$ cat src/rtl/host_link_arbiter_if.sv
// Requester/link bundle for host_link_arbiter: master drives requests and tokens,
// slave returns grants, outbound packets, credit count and the sticky error flag.
interface host_link_arbiter_if #(
  parameter int els_p     = 4,
  parameter int width_p   = 32,
  parameter int credits_p = 8
);
  localparam int cw_lp = $clog2(credits_p + 1);

  logic [els_p-1:0]              v_i;
  logic [els_p-1:0][width_p-1:0] data_i;
  logic [els_p-1:0]              yumi_o;
  logic                          link_v_o;
  logic [width_p-1:0]            link_data_o;
  logic                          link_token_i;
  logic [cw_lp-1:0]              credits_o;
  logic                          error_o;

  modport master (
    output v_i, data_i, link_token_i,
    input  yumi_o, link_v_o, link_data_o, credits_o, error_o
  );

  modport slave (
    input  v_i, data_i, link_token_i,
    output yumi_o, link_v_o, link_data_o, credits_o, error_o
  );
endinterface

$ cat src/rtl/host_link_arbiter.sv
// Credit-gated N:1 arbiter onto a host link; grant is combinational, packet is registered (latency 1),
// no grant while credits are zero. HOST_LINK_ARBITER_FIXED_PRIO_EN selects fixed priority instead of round-robin.
module host_link_arbiter #(
  parameter int els_p     = 4,
  parameter int width_p   = 32,  // mc_fwd_width
  parameter int credits_p = 8
) (
  input logic                 clk_i,
  input logic                 reset_i,
  host_link_arbiter_if.slave  lnk
);
  localparam int cw_lp = $clog2(credits_p + 1);
  localparam int pw_lp = (els_p > 1) ? $clog2(els_p) : 1;
  localparam logic [cw_lp-1:0] credits_max_lp = cw_lp'(credits_p);

  logic [cw_lp-1:0]   r_credits;
  logic               r_error;
  logic               r_link_v;
  logic [width_p-1:0] r_link_data;

  logic               w_can_grant;
  logic [els_p-1:0]   w_rot;
  logic [pw_lp-1:0]   w_off;
  logic               w_found;
  logic [pw_lp-1:0]   w_winner;
  logic [els_p-1:0]   w_yumi;

  // A token arriving this cycle only shows up in r_credits next cycle.
  assign w_can_grant = !reset_i && (r_credits != '0);

`ifdef HOST_LINK_ARBITER_FIXED_PRIO_EN
  assign w_rot    = lnk.v_i;
  assign w_winner = w_off;
`else
  localparam logic [pw_lp:0]   els_lp  = (pw_lp + 1)'(els_p);
  localparam logic [pw_lp-1:0] last_lp = pw_lp'(els_p - 1);

  logic [pw_lp-1:0]   r_rr_ptr;
  logic [2*els_p-1:0] w_dbl;
  logic [pw_lp:0]     w_sum;

  // Rotate requests so bit 0 is the requester at rr_ptr, then map the offset back.
  assign w_dbl    = {lnk.v_i, lnk.v_i} >> r_rr_ptr;
  assign w_rot    = w_dbl[els_p-1:0];
  assign w_sum    = {1'b0, r_rr_ptr} + {1'b0, w_off};
  assign w_winner = (w_sum >= els_lp) ? pw_lp'(w_sum - els_lp) : pw_lp'(w_sum);

  always_ff @(posedge clk_i) begin
    if (reset_i) begin
      r_rr_ptr <= '0;
    end else if (w_found) begin
      r_rr_ptr <= (w_winner == last_lp) ? '0 : w_winner + 1'b1;
    end
  end
`endif

  always_comb begin
    w_found = 1'b0;
    w_off   = '0;
    for (int i = 0; i < els_p; i++) begin
      if (w_can_grant && !w_found && w_rot[i]) begin
        w_found = 1'b1;
        w_off   = pw_lp'(i);
      end
    end
  end

  always_comb begin
    w_yumi = '0;
    for (int i = 0; i < els_p; i++) begin
      w_yumi[i] = w_found && (w_winner == pw_lp'(i));
    end
  end

  always_ff @(posedge clk_i) begin
    if (reset_i) begin
      r_credits   <= credits_max_lp;
      r_error     <= 1'b0;
      r_link_v    <= 1'b0;
      r_link_data <= '0;
    end else begin
      r_link_v <= w_found;
      if (w_found) begin
        r_link_data <= lnk.data_i[w_winner];
      end
      if (w_found && !lnk.link_token_i) begin
        r_credits <= r_credits - 1'b1;
      end else if (!w_found && lnk.link_token_i) begin
        if (r_credits == credits_max_lp) begin
          r_error <= 1'b1;
        end else begin
          r_credits <= r_credits + 1'b1;
        end
      end
    end
  end

  // Masking with reset drops a packet granted just before reset asserts.
  assign lnk.yumi_o      = w_yumi;
  assign lnk.link_v_o    = r_link_v & ~reset_i;
  assign lnk.link_data_o = r_link_data;
  assign lnk.credits_o   = r_credits;
  assign lnk.error_o     = r_error;
endmodule

$ cat src/flat_wrapper.sv
// flat-port wrapper written by rule: the top's interface ports become plain ports
module host_link_arbiter_flat 
#(
  parameter int els_p     = 4,
  parameter int width_p   = 32,                 
  parameter int credits_p = 8
)
  (clk_i, reset_i, lnk_v_i, lnk_data_i, lnk_link_token_i, lnk_yumi_o, lnk_link_v_o, lnk_link_data_o, lnk_credits_o, lnk_error_o);
  host_link_arbiter_if #(.els_p(els_p), .width_p(width_p), .credits_p(credits_p)) lnk_i ();
  input logic clk_i;
  input logic reset_i;
  input wire logic [$bits(lnk_i.v_i)-1:0] lnk_v_i;
  input wire logic [$bits(lnk_i.data_i)-1:0] lnk_data_i;
  input wire logic [$bits(lnk_i.link_token_i)-1:0] lnk_link_token_i;
  output wire logic [$bits(lnk_i.yumi_o)-1:0] lnk_yumi_o;
  output wire logic [$bits(lnk_i.link_v_o)-1:0] lnk_link_v_o;
  output wire logic [$bits(lnk_i.link_data_o)-1:0] lnk_link_data_o;
  output wire logic [$bits(lnk_i.credits_o)-1:0] lnk_credits_o;
  output wire logic [$bits(lnk_i.error_o)-1:0] lnk_error_o;
  assign lnk_i.v_i = lnk_v_i;
  assign lnk_i.data_i = lnk_data_i;
  assign lnk_i.link_token_i = lnk_link_token_i;
  assign lnk_yumi_o = lnk_i.yumi_o;
  assign lnk_link_v_o = lnk_i.link_v_o;
  assign lnk_link_data_o = lnk_i.link_data_o;
  assign lnk_credits_o = lnk_i.credits_o;
  assign lnk_error_o = lnk_i.error_o;
  host_link_arbiter #(.els_p(els_p), .width_p(width_p), .credits_p(credits_p)) u_core (.clk_i(clk_i), .reset_i(reset_i), .lnk(lnk_i));
endmodule
$ cat config.mk
export PLATFORM = sky130hd
export DESIGN_NAME = host_link_arbiter_flat
export DESIGN_NICKNAME = d
export VERILOG_FILES = /design/src/rtl/host_link_arbiter_if.sv /design/src/rtl/host_link_arbiter.sv /design/src/flat_wrapper.sv
export SDC_FILE = /design/constraint.sdc
export NUM_CORES = 1
export LEC_CHECK = 0
export ABC_AREA = 0
export CAP_MARGIN = 40
export CORE_MARGIN = 1
export CORE_UTILIZATION = 40
export DETAILED_ROUTE_END_ITERATION = 8
export DONT_BUFFER_PORTS = 1
export SYNTH_ARGS = -nofsm -noshare
export SYNTH_HDL_FRONTEND = slang
export SYNTH_SLANG_ARGS = --single-unit
$ cat constraint.sdc
create_clock -name clk_i -period 4.06 [get_ports clk_i]
set_input_delay 0.406 -clock clk_i [delete_from_list [all_inputs] [get_ports clk_i]]
set_output_delay 0.406 -clock clk_i [all_outputs]
set_load 0.01 [all_outputs]
After elaboration in Yosys (flattened, before gate mapping)
Cells that the tools add are included.

word-level totals
  flip-flop bits (word level) = 40
  input port bits = 135
  output and inout bits = 42
  word-level logic and storage cells = 60

operators by class
  add/sub/neg operators = 5
  magnitude comparators = 2
  equality and inequality tests = 5
  shift-type cells = 1
  multiplexer cells = 14
  bitwise gates (word level) = 3
  reductions and logical operators = 25

operators by type and width
  operator             number
  $bmux 32 s2          1
  $mux 32              1
  $logic_and 1x1->1    14
  $mux 4               3
  $mux 2               4
  $shr 8x2->4          1
  $logic_not 1->1      6
  $mux 1               5
  $add 4x1->4 const B  1
  $eq 2x2->1 const B   2
  $eq 4x4->1 const B   1
  $reduce_bool 4->1    1
  $sub 4x1->4 const B  1
  $add 2x2->3          1
  $ge 3x3->1 const B   1
  $lt 2x3->1 const B   1
  $reduce_and 3->1     1
  $add 2x1->2 const B  1
  $eq 2x1->1 const B   1
  $logic_not 2->1      1
  $ne 2x1->1 const B   1
  $not 1->1            2
  $reduce_and 2->1     1
  $reduce_bool 2->1    1
  2 further kinds      2

Longest topological paths before layout
Gate-level depths: netlist of the first run.

  depth after elaboration = 21
  mapped depth = 14
  mapped depth without buffers = 11

Worst setup path before layout of the first run
Ideal clock, no wire load.

  path type = reg-to-output
  start = register u_core.r_credits[1], in the netlist u_core.lnk.credits_o[1]
  end = output lnk_yumi_o[0]
  arrival time = 2.761 ns
  data required time = 3.654 ns
  setup slack = 0.893 ns
  cell stages (with the launch flop) = 14
  path buffers = 6
  cells stage by stage = dfxtp_1 -> buf_6 -> or4_4 -> buf_6 -> nand2_2 -> buf_2 -> a21oi_1 -> ha_1 -> clkbuf_1 -> buf_2 -> buf_2 -> inv_1 -> ha_1 -> and2_1

between the ends
  cells in the longest elaborated chain, start to end = 21
  elaborated cells between the ends (all ways) = 25
  classes of those cells = 2 x add/sub; 1 x order compare; 8 x mux; 14 x reduce/logical

ends and longest elaborated chain
  element                                           RTL line                 RTL
  from (decl)                                       host_link_arbiter.sv:16  logic [cw_lp-1:0] r_credits;
  from (signal assigned)                            host_link_arbiter.sv:77  r_credits <= credits_max_lp;
  from (signal assigned)                            host_link_arbiter.sv:87  r_credits <= r_credits - 1'b1;
  from (signal assigned)                            host_link_arbiter.sv:92  r_credits <= r_credits + 1'b1;
  $reduce_bool 4->1 (*)                             host_link_arbiter.sv:29  assign w_can_grant = !reset_i && (r_credits != '0);
  $logic_and 1x1->1 (*)                             host_link_arbiter.sv:29
  $logic_and 1x1->1                                 host_link_arbiter.sv:61  if (w_can_grant && !w_found && w_rot[i]) begin
  $mux 1                                            host_link_arbiter.sv:61
  $logic_not 1->1                                   host_link_arbiter.sv:61
  $logic_and 1x1->1 (2 in series)                   host_link_arbiter.sv:61
  $mux 1                                            host_link_arbiter.sv:61
  $logic_not 1->1                                   host_link_arbiter.sv:61
  (+3 left out)                                     -
  $logic_not 1->1                                   host_link_arbiter.sv:61
  $logic_and 1x1->1 (2 in series)                   host_link_arbiter.sv:61
  $mux 2                                            host_link_arbiter.sv:61
  $add 2x2->3                                       host_link_arbiter.sv:45  assign w_sum = {1'b0, r_rr_ptr} + {1'b0, w_off};
  $ge 3x3->1 / $sub 2x1->2 (equally long branches)  host_link_arbiter.sv:46  assign w_winner = (w_sum >= els_lp) ? pw_lp'(w_sum - els_lp) : pw_lp'(w_sum);
  $mux 2                                            host_link_arbiter.sv:46
  $logic_not 2->1                                   host_link_arbiter.sv:71  w_yumi[i] = w_found && (w_winner == pw_lp'(i));
  $logic_and 1x1->1 (*)                             host_link_arbiter.sv:71
  to (decl)                                         flat_wrapper.sv:15       output wire logic [$bits(lnk_i.yumi_o)-1:0] lnk_yumi_o;

Mark *: on every way between the ends. The rest lies on a longest branch, timed or not.

Worst setup path in the final report of the first run
  start = register u_core.r_rr_ptr[0]
  end = register u_core.r_link_data[2], in the netlist u_core.lnk.link_data_o[2]

between the ends
  cells in the longest elaborated chain, start to end = 20
  elaborated cells between the ends (all ways) = 24
  classes of those cells = 2 x add/sub; 1 x order compare; 1 x shift; 10 x mux; 10 x reduce/logical

ends and longest elaborated chain
  element                                           RTL line                 RTL
  from (decl)                                       host_link_arbiter.sv:38  logic [pw_lp-1:0] r_rr_ptr;
  from (signal assigned)                            host_link_arbiter.sv:52  r_rr_ptr <= (w_winner == last_lp) ? '0 : w_winner + 1'b1;
  $shr 8x2->4                                       host_link_arbiter.sv:43  assign w_dbl = {lnk.v_i, lnk.v_i} >> r_rr_ptr;
  $logic_and 1x1->1                                 host_link_arbiter.sv:61
  $mux 1                                            host_link_arbiter.sv:61
  $logic_not 1->1                                   host_link_arbiter.sv:61
  $logic_and 1x1->1 (2 in series)                   host_link_arbiter.sv:61
  $mux 1                                            host_link_arbiter.sv:61
  $logic_not 1->1                                   host_link_arbiter.sv:61
  $logic_and 1x1->1 (2 in series)                   host_link_arbiter.sv:61
  $mux 1                                            host_link_arbiter.sv:61
  $logic_not 1->1                                   host_link_arbiter.sv:61
  $logic_and 1x1->1 (2 in series)                   host_link_arbiter.sv:61
  $mux 2                                            host_link_arbiter.sv:61
  $add 2x2->3                                       host_link_arbiter.sv:45
  $ge 3x3->1 / $sub 2x1->2 (equally long branches)  host_link_arbiter.sv:46
  $mux 2                                            host_link_arbiter.sv:46
  $bmux 32 s2                                       host_link_arbiter.sv:84  r_link_data <= lnk.data_i[w_winner];
  $mux 32 (not written as such)                     host_link_arbiter.sv:84
  to (signal assigned)                              host_link_arbiter.sv:84
  to (decl)                                         host_link_arbiter.sv:19  logic [width_p-1:0] r_link_data;

Parallel ways exist; a longest one is shown, timed or not. The select of a mux whose other input is x is not followed.
A chain may end at the register's enable or synchronous reset.

==> results of run 1 <==
==> power by group <==
group	total (mW)	internal, mW	switching (mW)
registers	0.751	0.549	0.202
logic	1.45	0.709	0.744
clock network	0.286	0.139	0.147
==> final cells by class <==
class                   count  area [sq um]
flip-flops and latches     40           801
inverters                   6          22.5
well taps                 102           128
clock buffers               8          90.1
multi-input cells         269          2210
fillers                   802          4510
repair buffers              6          90.1
==> how the worst max path moves through the flow <==
stage | slack (ns) | cells after the start | to
detailed placement | 0.75 | 11 | u_core.lnk.link_data_o[2]$_SDFFE_PP0P_
finish | 0.75 | 11 | u_core.lnk.link_data_o[2]$_SDFFE_PP0P_
global placement | 0.76 | 10 | u_core.lnk.link_data_o[7]$_SDFFE_PP0P_
floorplan | 0.89 | 13 | lnk_yumi_o[0]
CTS | 0.72 | 11 | u_core.lnk.link_data_o[2]$_SDFFE_PP0P_
global route | 0.46 | 11 | u_core.lnk.link_data_o[20]$_SDFFE_PP0P_
==> sequential cells by signal, indices dropped and copies added (netlist names) <==
| name | count |
|---|---|
| u_core.r_link_v | 1 |
| u_core.lnk.link_data_o | 32 |
| u_core.lnk.error_o | 1 |
| u_core.lnk.credits_o | 4 |
| u_core.r_rr_ptr | 2 |
==> worst max-delay path, cell delays in order, from the launching register on <==
cell and delay (ns):
dfxtp_1 0.45, or3b_2 0.52, a21oi_1 0.14, a211oi_1 0.07
a21oi_1 0.27, ha_4 0.18, xor2_1 0.32, nand4_4 0.43
buf_16 0.34, o22a_1 0.23, nor3_1 0.15, a221o_1 0.14
==> kinds of logic (layout without fill, tap and decap cells) <==
kind of cell / after synthesis / count (layout) / synth area share [%]
AOI/OAI and AO/OA: 115 / 115 / 28.3
and+or+nand+nor: 73 / 73 / 13.0
muxes: 65 / 65 / 19.7
buffers and inverters: 46 / 20 / 9.37
DFF: 40 / 40 / 24.3
adders and majority gates: 9 / 9 / 3.41
xor gates and xnor gates: 7 / 7 / 1.86
==> metal layers <==
| metal | vias up | track usage (%) |
|---|---|---|
| li1 | 1351 | - |
| met1 | 1330 | 22.0 |
| met2 | 134 | 32.7 |
| met3 | 6 | 4.68 |
| met4 | 0 | 4.74 |
| met5 | - | 0 |
==> metrics by stage <==
stage          instances  worst slack [ns]
2_1_floorplan        355             0.893
3_3_place_gp         421             0.761
3_5_place_dp         423             0.748
4_1_cts              431             0.716
5_1_grt              431             0.456
6_report             431             0.748
==> synth_stat cells (all sizes together) <==
cell | n | area (sq um)
a21oi | 5 | 25.0
xnor2 | 4 | 35.0
nand3b | 1 | 7.51
or3 | 1 | 6.26
o21a | 2 | 15.0
nand2b | 3 | 18.8
o32ai | 2 | 25.0
nand4 | 2 | 42.5
nand3 | 1 | 5.00
or4 | 2 | 22.5
ha | 9 | 113
inv | 6 | 22.5
or3b | 1 | 8.76
xor2 | 3 | 26.3
nor2b | 1 | 6.26
and3 | 2 | 12.5
a31oi | 2 | 12.5
or2 | 1 | 6.26
o22a | 32 | 280
o21ai | 2 | 10.0
mux2i | 65 | 651
clkbuf | 6 | 22.5
nand2 | 9 | 36.3
a211oi | 1 | 7.51
nor3 | 33 | 165
dfxtp | 40 | 801
o31ai | 2 | 15.0
and2 | 4 | 25.0
a221o | 32 | 320
buf | 34 | 264
a32oi | 1 | 8.76
o311ai | 1 | 8.76
o22ai | 33 | 206
nor4 | 2 | 12.5
nor2 | 10 | 53.8
==> impl_metrics.ini, run 1 <==
[outcome]
status = finished, final reports clean

[clock_tree]
cts-root-buf = clkbuf_8
postCtsHoldBufs = 0
cts_tree = yes
cts_buffers = 5
clockBufferDepth = 2
h-tree-depth = 2
clkTransAtPathRegs_ns = 0.08
clk_latency_ns = 0.29
cts_resized = 0
cts.sinks = 40
cts_setup_buffers = 0

[grt]
grt_overflow = 0
grt_pass1_vias = 2584
grt_pass1_wl_mm = 12.7
gr-usage-all-layers_pct = 18.5
antenna_found_initial = 0
grt_max_degree = 41

[timing]
period_share_pct = 81.6
worst_pin_slew_ns = 0.504
setup_tns_ns = 0
max_freq_mhz = 302
holdWs_ns = 0.172
slew_headroom_pct = 66.4
drv_slew = 0
fin_skew_ns = 0.00905
rsz0062_at_grt = false
setup_viol_count_final = 0
finalWorstPathRequiredPeriod_ns = 3.31
final_hold_viol_count = 0

[worst_setup_path]
crit_start = u_core.r_rr_ptr[0]$_SDFFE_PP0P_
worstPathRequired_ns = 4.29
rrSetupSlack_ns = 0.75
cp-end-kind = flip-flop
critPathArrivalTime_ns = 3.54
critical_path_class = flip-flop to flip-flop
r2r_cells = 11
worst-path-max-fanout = 36
cp-start-kind = flip-flop
reg2reg_to = u_core.lnk.link_data_o[2]$_SDFFE_PP0P_
r2r-start = u_core.r_rr_ptr[0]$_SDFFE_PP0P_

[finish]
final_cell_mix = mux2i_1, dfxtp_1, o22ai_1, nor3_1
drive_gt1_share_pct = 6.99
design_area_sq_um = 3340
areaGrowthSynthToFinish_pct = 1.25
utilization_pct = 42.6
nets = 472
diodes = 0
final_common_cell = mux2i_1

[route]
first_pass_iters = 5
dr_wl_met2_mm = 4.15
num_vias = 2821
top_layer = met4
antenna_left = 0
wire_per_inst_um = 19.7
routed_wl_mm = 8.47
drtIter0Drc = 85
met1_length_mm = 3.52
vias_per_cell = 6.55
drc_errors = 0
met3_length_um = 727

[placed_design]
port_buffers = 0
placed_area_sq_um = 3250
globalplace.congestion = 0.774
hpwlAfterDp_mm = 5.87

[die]
fp-row-count = 32
io_pins = 177
placeableCoreArea_sq_um = 7850
die-area_sq_um = 8610
die_w_um = 92.8
die_h_um = 92.8
initial_utilization_pct = 42.0

[logic_synthesis]
syn_avg_cell_area_sq_um = 9.29
yosysWarnings = 0
yosysUniqueCellTypes = 42
synth_fp_nets = 499
ys_ff_latch = 40
yosysSeqAreaShare_pct = 24.3
postSynthCellCount = 355
synth_area_sq_um = 3300

[power_and_ir_drop]
ir_drop_mv = 0.295
p_total_mw = 2.49
pwr_density_cell_nw_per_um2 = 746
leakage_nw = 1.21

[min_path]
min_from = reset_i
min_to = u_core.lnk.error_o$_SDFFE_PP0P_
hold_class = input pin to flip-flop
min_path_cells = 1

[flow_run]
cap_viol_max_count = 0
(Power assumes the default switching activity.)
==> run 2: changes to the inputs <==
==> constraint.sdc (replaced) <==
create_clock -name clk_i -period 2.9 [get_ports clk_i]
set_input_delay 0.29 -clock clk_i [delete_from_list [all_inputs] [get_ports clk_i]]
set_output_delay 0.29 -clock clk_i [all_outputs]
set_load 0.01 [all_outputs]
==> run 2 against run 1 <==
First-iteration DRC count is 59% higher. Clock skew is 0.0075 ns higher. Count of clock-buffer cells in the layout is 1 lower. Critical path depth is 4 lower. Highest routed layer unchanged.
==> impl_metrics.ini, run 2 (synthesis gave the netlist of run 1 again) <==
[timing]
final_hold_viol_count = 0
worst_pin_slew_ns = 0.512
setup_viol_count_final = 0
period_share_pct = 96.6
drv_slew = 0
fin_skew_ns = 0.0166
max_freq_mhz = 357
rsz0062_at_grt = true
finalWorstPathRequiredPeriod_ns = 2.80
slew_headroom_pct = 65.8
setup_ws_ns = 0.0974
setup_tns_ns = 0

[die]
io_pins = 177
fp-row-count = 32
die_h_um = 92.8
die_w_um = 92.8
die-area_sq_um = 8610
placeableCoreArea_sq_um = 7850
initial_utilization_pct = 42.0

[worst_setup_path]
cp-start-kind = flip-flop
crit_family = simple AND/OR/NAND/NOR gates
r2r_cells = 9
cp_slowest_stage_delay_ns = 0.59
cpMaxStageDelayCell = or4_4
cp-end-kind = output pin
worstPathRequired_ns = 2.61
r2r-start = u_core.lnk.credits_o[3]$_SDFFE_PP1P_
rrSetupSlack_ns = 0.21
path_cells = or4_4 -> nand2_2 -> buf_4 -> or2_1 -> xnor2_1 -> ha_1 -> and2_1
reg2reg_to = u_core.lnk.link_data_o[26]$_SDFFE_PP0P_
path_buf_inv = 1
worst-path-max-fanout = 33
critPathArrivalTime_ns = 2.51
critical_path_class = flip-flop to output pin

[min_path]
min_to = u_core.lnk.error_o$_SDFFE_PP0P_
min_from = reset_i
hold_class = input pin to flip-flop
min_path_cells = 1

[flow_run]
cap_viol_max_count = 0

[power_and_ir_drop]
leakage_nw = 1.30
ir_drop_mv = 0.599
pwr_density_cell_nw_per_um2 = 1070

[route]
antenna_left = 0
vias_per_cell = 6.51
wire_per_inst_um = 19.3
drc_errors = 0
drtIter0Drc = 135
first_pass_iters = 4
num_vias = 2890
routed_wl_mm = 8.56

[finish]
largest_reg_flops = 32
areaGrowthSynthToFinish_pct = 6.07
diodes = 0
drive_gt1_share_pct = 11.4
fin_cells = 444
nets = 485
design_area_sq_um = 3500
final_cell_mix = mux2i_1, dfxtp_1, o22ai_1, nor3_1
final_common_cell = mux2i_1

[placed_design]
dpl.cell_count = 435
globalplace.congestion = 0.757
hpwlAfterDp_mm = 6.00
placed_area_sq_um = 3360
place_ws_ns = 0.167
port_buffers = 0

[clock_tree]
h-tree-depth = 2
clkTransAtPathRegs_ns = 0.08
clk_latency_ns = 0.31
clockBufferDepth = 2
cts-root-buf = clkbuf_8
cts_buffers = 5
cts.sinks = 40
cts_tree = yes

[grt]
grt_pass1_wl_mm = 13.0
gr-usage-all-layers_pct = 19.1
grt_pass1_vias = 2643
grt_overflow = 0
antenna_found_initial = 0
grt_max_degree = 65

[outcome]
status = finished, final reports clean
## run 2: how the worst max path moves through the flow
stage | from | slack, ns | to | cells after the start
finish | u_core.lnk.credits_o[3]$_SDFFE_PP1P_ | 0.1 | lnk_yumi_o[3] | 7
detailed placement | u_core.r_rr_ptr[0]$_SDFFE_PP0P_ | 0.17 | u_core.lnk.link_data_o[4]$_SDFFE_PP0P_ | 10
floorplan | u_core.lnk.credits_o[1]$_SDFFE_PP0P_ | 0.009 | u_core.lnk.link_data_o[4]$_SDFFE_PP0P_ | 14
global placement | u_core.r_rr_ptr[0]$_SDFFE_PP0P_ | 0.23 | u_core.lnk.link_data_o[4]$_SDFFE_PP0P_ | 10
global route | u_core.r_rr_ptr[0]$_SDFFE_PP0P_ | -0.02 | lnk_yumi_o[2] | 9
CTS | u_core.r_rr_ptr[0]$_SDFFE_PP0P_ | 0.06 | lnk_yumi_o[3] | 9
## run 2: layout make-up
| type | count | area, sq um |
|---|---|---|
| fillers | 775 | 4350 |
| clock buffers | 7 | 96.3 |
| inverters | 6 | 22.5 |
| well taps | 102 | 128 |
| clock inverters | 1 | 30.0 |
| repair buffers | 19 | 205 |
| flip-flops and latches | 40 | 801 |
| multi-input cells | 269 | 2220 |
## run 2: through the flow
stage	power, mW	hold slack, ns	util [%]
2_1_floorplan	2.93	0.359	-
3_3_place_gp	3.17	0.364	42.8
3_5_place_dp	3.22	0.366	42.8
4_1_cts	3.75	0.0475	44.5
5_1_grt	4.00	0.0335	44.6
6_report	3.73	0.0570	44.6
## run 2: report_power, final
| part | total (mW) | internal, mW | leakage, nW | switching [mW] |
|---|---|---|---|---|
| clock network | 0.524 | 0.304 | 0.0645 | 0.220 |
| logic | 2.20 | 1.09 | 0.901 | 1.11 |
| registers | 1.01 | 0.768 | 0.333 | 0.244 |
## run 2: what timing repair did
item / in CTS / in global routing
endpoints found under the setup margin: 1 / 12
hold buffers: 0 / 0
resized for setup: 1 / 0
setup buffers: 0 / 1
endpoints found under the hold margin: 0 / 0
pin swaps: 0 / 3
## run 2: worst reg2reg max path: cells and delay by family, from the launching register on
kind                     cells  cell delay [ns]
multiplexers                 1             0.31
adder cells (fa/ha/maj)      1             0.46
buffers and inverters        1             0.26
AO/OA/AOI/OAI                3             0.51
AND/OR/NAND/NOR              3             0.74
flip-flops                   1             0.32
## run 2: layer usage
layer / track usage (%) / wire length (um) / share of wire (%)
met1: 23.0 / 3630 / 42
met2: 33.9 / 4200 / 49
met3: 4.93 / 640 / 7.5
met4: 4.49 / 82 / 0.96
met5: 0 / 0 / 0
==> run 3: changes to the inputs <==
--- a/config.mk
+++ b/config.mk
@@ -9,8 +9,10 @@
 export CAP_MARGIN = 40
 export CORE_MARGIN = 1
 export CORE_UTILIZATION = 40
+export CTS_CLUSTER_DIAMETER = 80
 export DETAILED_ROUTE_END_ITERATION = 8
 export DONT_BUFFER_PORTS = 1
+export HOLD_SLACK_MARGIN = 0.08
 export SYNTH_ARGS = -nofsm -noshare
 export SYNTH_HDL_FRONTEND = slang
 export SYNTH_SLANG_ARGS = --single-unit
==> run 3 against run 2 <==
Non-clock buffer count is 1 higher. Worst setup slack worse by 0.0059 ns. Design area is 0.29% higher. Register-to-register slack better by 0.02 ns. Count of clock-buffer cells in the layout stayed put. Power hardly changed. Fmax is 0.21% lower. Cell count is 0.23% higher. Critical path depth stayed put. Combinational power hardly changed. Global-route usage is 0.052 points higher. Critical endpoint unchanged.
==> impl_metrics.ini, run 3 (synthesis gave the netlist of run 1 again) <==
[outcome]
status = finished, final reports clean

[finish]
utilization_pct = 44.7
areaGrowthSynthToFinish_pct = 6.37
fin_cells = 445
diodes = 0
final_cell_mix = mux2i_1, dfxtp_1, o22ai_1, nor3_1
final_common_cell = mux2i_1
nets = 486
largest_reg_flops = 32
drive_gt1_share_pct = 11.4

[timing]
setup_ws_ns = 0.0915
fin_skew_ns = 0.0169
rsz0062_at_grt = true
slew_headroom_pct = 66.6
drv_slew = 0
period_share_pct = 96.8
finalWorstPathRequiredPeriod_ns = 2.81
setup_viol_count_final = 0
worst_pin_slew_ns = 0.502
max_freq_mhz = 356
final_hold_viol_count = 0

[worst_setup_path]
worstPathRequired_ns = 2.61
path_buf_inv = 1
worst-path-max-fanout = 33
critPathArrivalTime_ns = 2.52
cp-end-kind = output pin
path_cells = or4_4 -> nand2_2 -> buf_4 -> or2_1 -> xnor2_1 -> ha_1 -> and2_1
cp-start-kind = flip-flop
cpMaxStageDelayCell = or4_4
critical_path_class = flip-flop to output pin
crit_family = simple AND/OR/NAND/NOR gates
cp_slowest_stage_delay_ns = 0.59

[route]
vias_per_cell = 6.45
antenna_left = 0
num_vias = 2871
routed_wl_mm = 8.57
drc_errors = 0
first_pass_iters = 4
wire_per_inst_um = 19.2
drtIter0Drc = 124

[die]
die-area_sq_um = 8610
die_h_um = 92.8
initial_utilization_pct = 42.0
placeableCoreArea_sq_um = 7850
io_pins = 177
die_w_um = 92.8
fp-row-count = 32

[clock_tree]
cts_buffers = 5
cts_tree = yes
clkTransAtPathRegs_ns = 0.08
h-tree-depth = 2
cts-root-buf = clkbuf_8
clk_latency_ns = 0.31
cts.sinks = 40
clockBufferDepth = 2

[power_and_ir_drop]
pwr_density_cell_nw_per_um2 = 1060
switching_share_pct = 42.1
p_int_mw = 2.16
p_switching_mw = 1.57
power.share.clock_pct = 14.0
comb_power_share_pct = 58.9
ir_drop_mv = 0.600
leakage_nw = 1.30
seq_power_share_pct = 27.1

[grt]
gr-usage-all-layers_pct = 19.2
grt_max_degree = 65
grt_pass1_vias = 2645
grt_pass1_wl_mm = 13.0
grt_overflow = 0
antenna_found_initial = 0

[flow_run]
cap_viol_max_count = 0

[placed_design]
globalplace.congestion = 0.757
place_ws_ns = 0.167
dpl.cell_count = 435
port_buffers = 0
hpwlAfterDp_mm = 6.00

[min_path]
hold_class = input pin to flip-flop
run 3: changes by cell type in the layout (fill, tap and decap cells not counted):
cell           change
dlygate4sd3_1      +1
run 3: power groups by stage:
stage                     combinational [mW]  sequential (mW)  clock (mW)
after floorplan                         1.95            0.973           0
after global placement                  2.14             1.02           0
after detailed placement                2.20             1.02           0
after CTS                               2.21             1.01       0.534
after global routing                    2.41             1.04       0.562
final                                   2.20             1.01       0.524
run 3: stage by stage:
stage	power [mW]	instance area (sq um)	hold WS (ns)	setup TNS, ns
3_3_place_gp	3.17	3360	0.364	0
6_report	3.73	3510	0.196	0
5_1_grt	4.01	3510	0.203	-0.0483
2_1_floorplan	2.93	3360	0.359	0
3_5_place_dp	3.22	3360	0.366	0
4_1_cts	3.76	3500	0.193	0
run 3: metal layers:
metal / vias to the layer above / global-route usage [%] / share of wire, %
li1: 1378 / - / -
met1: 1362 / 23.1 / 42
met2: 124 / 33.9 / 49
met3: 7 / 4.93 / 7.8
met4: 0 / 4.49 / 0.96
met5: - / 0 / 0
run 3: layout make-up:
class / instances / area, sq um
flip-flops and latches: 40 / 801
fillers: 774 / 4340
repair buffers: 20 / 215
well taps: 102 / 128
inverters: 6 / 22.5
multi-input cells: 269 / 2220
clock inverters: 1 / 30.0
clock buffers: 7 / 96.3
run 3: path summary, 6_finish.rpt:
kind / start / endpoint / slack, ns / cells past startpoint
max reg2reg: u_core.lnk.credits_o[3]$_SDFFE_PP1P_ / u_core.lnk.link_data_o[26]$_SDFFE_PP0P_ / 0.23 / 9
max: u_core.lnk.credits_o[3]$_SDFFE_PP1P_ / lnk_yumi_o[3] / 0.09 / 7
min reg2reg: u_core.lnk.error_o$_SDFFE_PP0P_ / u_core.lnk.error_o$_SDFFE_PP0P_ / 0.56 / 2
min: reset_i / u_core.lnk.credits_o[3]$_SDFFE_PP1P_ / 0.20 / 2
run 3: what timing repair did:
item	CTS	global route
endpoints found under the setup margin	1	12
setup buffers	0	1
hold endpoints to repair	4	0
gates resized for setup	1	0
hold buffers	1	0
gates cloned	0	0
pin swaps	0	3
